[src/rtl/snake_body_tracker.sv]
// Snake position/length tracker: steps the head one grid cell per update pulse,
// shifts the segment history, applies growth and flags wall/self collisions.

module snake_seg #(
  parameter int X_BITS = 5,
  parameter int Y_BITS = 5,
  parameter logic [X_BITS-1:0] INIT_X = '0,
  parameter logic [Y_BITS-1:0] INIT_Y = '0
) (
  input  logic              clk,
  input  logic              reset,
  input  logic              load,
  input  logic              shift,
  input  logic [X_BITS-1:0] in_x,
  input  logic [Y_BITS-1:0] in_y,
  input  logic [X_BITS-1:0] cmp_x,
  input  logic [Y_BITS-1:0] cmp_y,
  output logic [X_BITS-1:0] x,
  output logic [Y_BITS-1:0] y,
  output logic              hit
);
  always_ff @(posedge clk or negedge reset) begin
    if (!reset) begin
      x <= INIT_X;
      y <= INIT_Y;
    end else if (load) begin
      x <= INIT_X;
      y <= INIT_Y;
    end else if (shift) begin
      x <= in_x;
      y <= in_y;
    end
  end

  assign hit = (x == cmp_x) && (y == cmp_y);
endmodule

module snake_body_tracker #(
  parameter int GRID_W    = 32,
  parameter int GRID_H    = 24,
  parameter int X_BITS    = 5,
  parameter int Y_BITS    = 5,
  parameter int MAX_LEN   = 8,
  parameter int LEN_BITS  = 4,
  parameter int START_X   = 16,
  parameter int START_Y   = 12,
  parameter int START_LEN = 3
) (
  input  logic                        clk,
  input  logic                        reset,
  input  logic                        update_trigger,
  input  logic [1:0]                  dir_req,
  input  logic                        dir_valid,
  input  logic                        grow,
  input  logic                        restart,
  output logic [X_BITS-1:0]           head_x,
  output logic [Y_BITS-1:0]           head_y,
  output logic [MAX_LEN*X_BITS-1:0]   body_x,
  output logic [MAX_LEN*Y_BITS-1:0]   body_y,
  output logic [LEN_BITS-1:0]         length,
  output logic                        step_done,
  output logic                        game_over
);
  typedef enum logic {RUN, DEAD} state_t;

  localparam logic [1:0]          DIR_UP    = 2'b00;
  localparam logic [1:0]          DIR_RIGHT = 2'b01;
  localparam logic [1:0]          DIR_DOWN  = 2'b10;
  localparam logic [X_BITS-1:0]   X_MAX     = X_BITS'(GRID_W - 1);
  localparam logic [Y_BITS-1:0]   Y_MAX     = Y_BITS'(GRID_H - 1);
  localparam logic [LEN_BITS-1:0] LEN_MAX   = LEN_BITS'(MAX_LEN);
  localparam logic [LEN_BITS-1:0] LEN_INIT  = LEN_BITS'(START_LEN);

  state_t                           state;
  logic [1:0]                       cur_dir, pend_dir;
  logic                             grow_pending;
  logic [MAX_LEN-1:0][X_BITS-1:0]   sx;
  logic [MAX_LEN-1:0][Y_BITS-1:0]   sy;
  logic [MAX_LEN-1:0]               hit;
  logic [X_BITS-1:0]                nxt_x;
  logic [Y_BITS-1:0]                nxt_y;
  logic                             grow_eff, wall_col, self_col, collide;
  logic                             do_step, do_restart;
  logic [LEN_BITS-1:0]              chk_lim;

  assign grow_eff   = grow_pending | grow;
  assign do_step    = (state == RUN) && update_trigger && !collide;
  assign do_restart = (state == DEAD) && restart;

  always_comb begin
    nxt_x    = sx[0];
    nxt_y    = sy[0];
    wall_col = 1'b0;
    case (pend_dir)
      DIR_UP:    begin nxt_y = sy[0] - 1'b1; wall_col = (sy[0] == '0);   end
      DIR_RIGHT: begin nxt_x = sx[0] + 1'b1; wall_col = (sx[0] == X_MAX); end
      DIR_DOWN:  begin nxt_y = sy[0] + 1'b1; wall_col = (sy[0] == Y_MAX); end
      default:   begin nxt_x = sx[0] - 1'b1; wall_col = (sx[0] == '0);   end
    endcase
  end

  // Without growth the tail moves out this step, so its cell is not checked.
  always_comb begin
    chk_lim  = grow_eff ? length : length - 1'b1;
    self_col = 1'b0;
    for (int i = 1; i < MAX_LEN; i++)
      if (LEN_BITS'(i) < chk_lim && hit[i]) self_col = 1'b1;
  end

  assign collide = wall_col | self_col;

  for (genvar g = 0; g < MAX_LEN; g++) begin : g_seg
    localparam logic [X_BITS-1:0] IX = X_BITS'(START_X - g);
    localparam logic [Y_BITS-1:0] IY = Y_BITS'(START_Y);
    logic [X_BITS-1:0] src_x;
    logic [Y_BITS-1:0] src_y;
    if (g == 0) begin : g_head
      assign src_x = nxt_x;
      assign src_y = nxt_y;
    end else begin : g_body
      assign src_x = sx[g-1];
      assign src_y = sy[g-1];
    end
    snake_seg #(.X_BITS(X_BITS), .Y_BITS(Y_BITS), .INIT_X(IX), .INIT_Y(IY)) u_seg (
      .clk   (clk),
      .reset (reset),
      .load  (do_restart),
      .shift (do_step),
      .in_x  (src_x),
      .in_y  (src_y),
      .cmp_x (nxt_x),
      .cmp_y (nxt_y),
      .x     (sx[g]),
      .y     (sy[g]),
      .hit   (hit[g])
    );
  end

  always_ff @(posedge clk or negedge reset) begin
    if (!reset) begin
      state        <= RUN;
      length       <= LEN_INIT;
      cur_dir      <= DIR_RIGHT;
      pend_dir     <= DIR_RIGHT;
      grow_pending <= 1'b0;
      step_done    <= 1'b0;
      game_over    <= 1'b0;
    end else begin
      step_done <= 1'b0;
      case (state)
        RUN: begin
          if (dir_valid && dir_req != (cur_dir ^ 2'b10)) pend_dir <= dir_req;
          if (grow) grow_pending <= 1'b1;
          if (update_trigger) begin
            grow_pending <= 1'b0;
            if (collide) begin
              state     <= DEAD;
              game_over <= 1'b1;
            end else begin
              cur_dir   <= pend_dir;
              step_done <= 1'b1;
              if (grow_eff && length < LEN_MAX) length <= length + 1'b1;
            end
          end
        end
        default: begin
          if (restart) begin
            state        <= RUN;
            length       <= LEN_INIT;
            cur_dir      <= DIR_RIGHT;
            pend_dir     <= DIR_RIGHT;
            grow_pending <= 1'b0;
            game_over    <= 1'b0;
          end
        end
      endcase
    end
  end

  assign head_x = sx[0];
  assign head_y = sy[0];
  assign body_x = sx;
  assign body_y = sy;
endmodule

[config.mk]
export PLATFORM = sky130hd
export DESIGN_NAME = snake_body_tracker
export DESIGN_NICKNAME = d
export VERILOG_FILES = /design/src/rtl/snake_body_tracker.sv
export SDC_FILE = /design/constraint.sdc
export NUM_CORES = 1
export LEC_CHECK = 0
export CAP_MARGIN = 15
export CORE_UTILIZATION = 40
export CTS_CLUSTER_DIAMETER = 50
export DETAILED_ROUTE_END_ITERATION = 8
export PLACE_DENSITY = 0.65
export SYNTH_ARGS = -nofsm -noshare
export SYNTH_HDL_FRONTEND = slang
export SYNTH_SLANG_ARGS = --single-unit
[constraint.sdc]
create_clock -name clk -period 4.24 [get_ports clk]
set_input_delay 0.636 -clock clk [delete_from_list [all_inputs] [get_ports clk]]
set_output_delay 0.636 -clock clk [all_outputs]
set_load 0.01 [all_outputs]
== After elaboration in Yosys (flattened, before gate mapping) ==
Cells that the tools add are included.

* Register bits after elaboration: 92
* Logic and storage cells: 165

* Add/sub/neg operators: 6
* $lt $le $gt $ge: 8
* Equal/unequal tests: 21
* Muxes and demuxes: 68
* Bitwise operators: 4
* Reduce and logical (&&, ||, !) cells: 35

{| class="wikitable"
|+ Operators with widths
! kind !! number
|-
| 5-bit 2-to-1 mux || 32
|-
| 5-bit == test || 14
|-
| 4-bit 2-to-1 mux || 6
|-
| 1-bit 2-to-1 mux || 21
|-
| 5-bit case mux with 2 select lines || 2
|-
| 1-bit logical AND || 19
|-
| 3-bit by 4-bit < comparator with 1-bit output (first input constant) || 4
|-
| 2-bit 2-to-1 mux || 6
|-
| 5-bit by 1-bit adder with 5-bit output (second input constant) || 2
|-
| 5-bit == test (second input constant) || 2
|-
| 5-bit zero test || 2
|-
| 2-bit nonzero test || 5
|-
| 5-bit by 1-bit subtractor with 5-bit output (second input constant) || 2
|-
| 2-bit by 4-bit < comparator with 1-bit output (first input constant) || 2
|-
| 3-bit AND reduction || 2
|-
| 4-bit by 1-bit adder with 4-bit output (second input constant) || 1
|-
| 1-bit by 4-bit < comparator with 1-bit output (first input constant) || 1
|-
| 4-bit < comparator (second input constant) || 1
|-
| 2-bit != test (second input constant) || 2
|-
| 2-bit AND reduction || 2
|-
| 4-bit AND reduction || 1
|-
| 4-bit by 1-bit subtractor with 4-bit output (second input constant) || 1
|-
| 1-bit case mux with 3 select lines || 1
|-
| 3-bit nonzero test || 1
|-
| 8 further kinds || 10
|}

== Logic depth before layout (Yosys ltp) ==
* Depth after elaboration: 18
* Mapped depth: 19

== By module ==
A second synthesis with hierarchy kept.

* Cell total of the unflattened synthesis: 515
* Area, all modules: 5535.3 µm²

{| class="wikitable"
|+ By module, submodules not included
! module !! instances !! cells each !! area an instance (µm²)
|-
| snake_body_tracker || 1 || 155 || 1335.0
|-
| snake_seg at g_seg[6].u_seg ... || 2 || 45 || 525.5
|-
| snake_seg at g_seg[2].u_seg ... || 2 || 45 || 523.0
|-
| snake_seg at g_seg[1].u_seg || 1 || 45 || 531.8
|-
| snake_seg at g_seg[4].u_seg || 1 || 45 || 526.8
|-
| snake_seg at g_seg[0].u_seg || 1 || 45 || 523.0
|-
| snake_seg at g_seg[5].u_seg || 1 || 45 || 521.8
|}

== Worst setup path before layout ==
No wires, ideal clock.

* Kind: register to register
* From: register pend_dir[0]
* To: register g_seg[0].u_seg.x[1]
* Arrival time: 3.937 ns
* Required time: 4.118 ns
* Path slack: 0.181 ns
* Stages on the path, launching flop included: 19
* Cells stage by stage: dfstp_2 -> buf_4 -> inv_1 -> clkbuf_1 -> nand2_1 -> inv_1 -> fa_1 -> buf_2 -> xnor2_1 -> or3_1 -> a221oi_1 -> nand4_1 -> a2111oi_4 -> a221oi_1 -> o211ai_2 -> a21oi_2 -> buf_6 -> buf_6 -> a32o_1

* Longest elaborated chain between the ends: 17
* Elaborated cells between the ends (all ways): 48
* Classes of those cells: eq/ne: 16; mux: 12; bitwise: 1; reduce/logical: 19

{| class="wikitable"
|+ RTL lines
! item !! line !! source
|-
| start: declaration || 75 || <nowiki>logic [1:0] cur_dir, pend_dir;</nowiki>
|-
| start signal: assignment || 152 || <nowiki>if (dir_valid && dir_req != (cur_dir ^ 2'b10)) pend_dir <= dir_req;</nowiki>
|-
| 2-bit == test or 2-bit zero test (tied branches) || 94 || <nowiki>case (pend_dir)</nowiki>
|-
| 2-bit OR reduction (no source line) || -- ||
|-
| 5-bit case mux with 2 select lines || 94 ||
|-
| 5-bit == test || 35 || <nowiki>assign hit = (x == cmp_x) && (y == cmp_y);</nowiki>
|-
| 1-bit logical AND || 35 ||
|-
| 1-bit logical AND || 107 || <nowiki>if (LEN_BITS'(i) < chk_lim && hit[i]) self_col = 1'b1;</nowiki>
|-
| 1-bit 2-to-1 mux (7 in series) || 107 ||
|-
| 1-bit OR || 110 || <nowiki>assign collide = wall_col | self_col;</nowiki>
|-
| 1-bit zero test || 87 || <nowiki>assign do_step = (state == RUN) && update_trigger && !collide;</nowiki>
|-
| 1-bit logical AND || 87 ||
|-
| 2-bit nonzero test (no source line) || -- ||
|-
| end signal: assignment || 30 || <nowiki>x <= in_x;</nowiki>
|-
| end: declaration || 18 || <nowiki>output logic [X_BITS-1:0] x,</nowiki>
|}

Parallel ways exist; a longest one is shown, timed or not. The select of a mux whose other input is x is not followed.
A chain may end at the register's enable or synchronous reset.

== Worst setup path in the final report ==
* From: register pend_dir[0]
* To: register g_seg[0].u_seg.x[3]

Same word-level chain as after synthesis.

==> impl_results.md <==
* Slew Limit Headroom at 0.4232
* Complex-gate fraction of the synthesized area at 0.1566
* Global Route Usage Sum at 0.2436
* Top-Level Pins at 104
* Ys async rst share at 1.000
* FMAX at 247.1 MHz
* Port Buffers at 103
* Flop2flop setup slack at 190 ps
* PwrDens at 1063 mW/mm2
* Post-Synthesis Cells at 679
* Core Area at 0.01475 mm2
* Via count at 5497
* Xor-xnor portion of the synthesized cell area at 0.1497
* NumNets Final at 791
* Most frequent cells in the layout: clkdlybuf4s50_1, nand2_1, nor2_1, o21ai_0
* Internal power at 0.004424 W
* Slew @ Worst Pin at 863.1 ps
* Post-Synth Simple-Gate Area at 0.1672
* Crit Reg-Reg Startpoint: pend_dir[0]
* Vias in the first global route at 5183
* Post-Route WL at 19.01 mm
* Synthesized Nets at 698
* Die area at 0.01580 mm2
* Worst IR Drop VDD at 0.4012 mV
* Die height at 125.7 um
* Combinational power share at 0.652
* Status: finished with violations
* Fin crit period at 4047 ps
* Cell Count, Final, Fillers Out at 961
* Chip width at 125.7 um
* Max incr delay on CP at 540 ps
* CTS buffer count at 9
* Period utilisation layout at 0.9546
* Hpwl dp at 13.60 mm
* Worst-path fanout max at 6
* Setup TNS Final at 0 ps
* Setup-failing EPs final at 0
* Final RePlAce weighted congestion at 0.9214
* WP data required at 4520 ps
* Post-synthesis sequential area ratio at 0.3844
* Routed Antenna Nets at 0
* Slew Limit Fails at 0
* N_diodes at 0
* Setup CP Type: reg2reg
* Antenna violations before repair at 0
* Post-synth EDFFs at 0
* Hold_buf cts at 0
* Row count at 44
* Clk slew on worst S/H paths at 70 ps
* Worst Hold Class: in2async
* Synth Register Bits at 92
* Leading cell type in the layout, fill and taps excluded: clkdlybuf4s50_1
* Syn Std Cell Area at 0.006120 mm2
* Initial DRC Count at 335
* Adder-Cell Fraction of Synth Area at 0.02494
* Vias per std cell at 5.720
* Fin. Hold Viols at 0
* Max-cap check violation count at 0
* DRC viols at 4
* Synth Area per Inst at 9.013 um2
* Ys flop type: dfrtp_1
* First-pass GRT wire length at 29.57 mm
* Nature of the critical path startpoint: flip-flop
* Clock Root Buffer: clkbuf_16
* Worst Path Arrival at 4330 ps
* Share of cells above drive strength 1 at 0.1403
* Buf+Inv Stages, Crit Path at 2
* Leakage at 3.109 nW
* Synth warnings at 0
* Failing checks: design-rule violations
* Setup crit end kind: flip-flop
* Sw frac at 0.4608
* CTS max path bufs at 2
* Flop pwr share at 0.247
* R2R Path End: g_seg[0].u_seg.x[3]
* Area Overhead vs Synth at 26.15%
* Layout Skew at 9.361 ps
* WL per Instance at 19.78 um
* Main combinational cell family by area after synthesis: simple AND/OR/NAND/NOR gates
* H-tree levels at 3
* Gr ovfl total at 0
* Largest net degree at the start of global routing at 64
* Slowest-stage cell, CP: dfstp_2
* CP delay by family, top: compound AO/OA/AOI/OAI gates
* R2R cell count at 14
* CTS tree: built
* Post-synthesis mux area share at 0.05602
* Cell-by-cell trace of the critical path: nand2b_1, buf_4, ha_1, nand3_1, and2_0, xnor2_2, a2111o_1, a2111oi_4, a221oi_1, o211ai_2, a21oi_4, buf_12, mux2i_1, a32o_1
* RSZ-0062 raised after global routing: false
* Clock network fraction of design power at 0.101
* CTS sink cnt at 92
* Worst-Skew Late Latency at 350 ps
* Netlist cell types at 72
* Switching pwr at 0.003781 W
* DR pass1 iterations at 7
* Inst Count DP at 943
* Initial Util at 0.4148
-- repair_timing --
| item | in CTS | in global routing |
|---|---|---|
| gates resized for setup | 0 | 5 |
| cloned | 0 | 1 |
| buffers inserted | 0 | 1 |
| setup endpoints to repair | 1 | 63 |
| endpoints found under the hold margin | 0 | 0 |
| pin swaps | 1 | 1 |
-- worst max path at each step --
stage,start,to,slack (ps),depth (start not counted)
floorplan,pend_dir[0],g_seg[0].u_seg.x[1],180,18
global placement,grow,g_seg[1].u_seg.y[0],100,13
detailed placement,grow,g_seg[3].u_seg.y[4],20,12
CTS,pend_dir[0],g_seg[2].u_seg.y[0],10,13
global route,pend_dir[0],length[2],10,12
finish,pend_dir[0],g_seg[0].u_seg.x[3],190,14
-- routing by layer --
metal	part of all wire	up-vias	global-route usage
li1	-	2532	-
met5	0	-	0
met3	0.058	31	0.03271
met4	0.028	0	0.09900
met1	0.45	2721	0.3473
met2	0.46	213	0.3732
-- stage by stage --
stage,instance area (um2),setup WS (ps),hold WS [ps],util,power (W)
floorplan,6120,181.2,340.4,-,0.005246
global placement,7376,101.2,481.3,0.4999,0.007126
detailed placement,7376,20.07,507.9,0.4999,0.007228
CTS,7675,13.46,409.9,0.5202,0.008111
global route,7720,11.07,437.3,0.5232,0.008728
finish,7720,192.6,363.2,0.5232,0.008205
-- final cells by class --
type                       count  area (um2)
timing repair buffer         137        1334
clock inverter                 7       73.82
tap                          184       230.2
clock buffer                   9       225.2
multi-input combinational    511        3426
sequential                    92        2352
inverter                      21       78.83
fill                        1374        7034
-- cell families after synthesis --
kind of cell | after synthesis
AO/OA/AOI/OAI | 142
XOR/XNOR | 99
adder cells (fa/ha/maj) | 11
buffers and inverters | 77
flip-flops | 92
multiplexers | 30
AND/OR/NAND/NOR | 228
-- power by group through the flow --
stage / combinational [W] / sequential, W / clock, W
finish: 0.00535 / 0.00202 / 0.000832
global route: 0.00577 / 0.00208 / 0.000878
CTS: 0.00525 / 0.00201 / 0.000849
detailed placement: 0.00521 / 0.00202 / 0
global placement: 0.00512 / 0.00201 / 0
floorplan: 0.00327 / 0.00198 / 0
-- state kept, by name (all words and copies together) (netlist names) --
name           cells
cur_dir            2
g_seg.u_seg.x     40
g_seg.u_seg.y     40
game_over          1
grow_pending       1
length             4
pend_dir           2
state              1
step_done          1
-- synth_stat cells, types with 3 or more instances --
library cell	n	area [um2]
nand2_1	97	364.1
nor2_1	62	232.7
o21ai_0	60	300.3
xnor2_1	53	464.2
dfrtp_1	52	1301
xor2_1	42	367.9
dfstp_2	40	1051
clkbuf_1	26	97.59
mux2i_1	25	250.2
a21oi_1	21	105.1
inv_1	21	78.83
buf_4	14	105.1
nor3_1	12	60.06
nand3_1	11	55.05
a31oi_1	9	56.30
ha_1	9	112.6
nand4_1	9	56.30
buf_2	8	40.04
nor4_1	7	43.79
buf_1	5	18.77
or3_1	5	31.28
a221oi_1	4	35.03
nand3b_1	4	30.03
o22ai_1	4	25.02
o31ai_1	4	30.03
a211oi_1	3	22.52
buf_6	3	33.78
mux4_2	3	67.56
nand2b_1	3	18.77
nor2b_1	3	18.77
o211ai_1	3	22.52
xnor3_1	3	67.56
(Power assumes the default switching activity.)
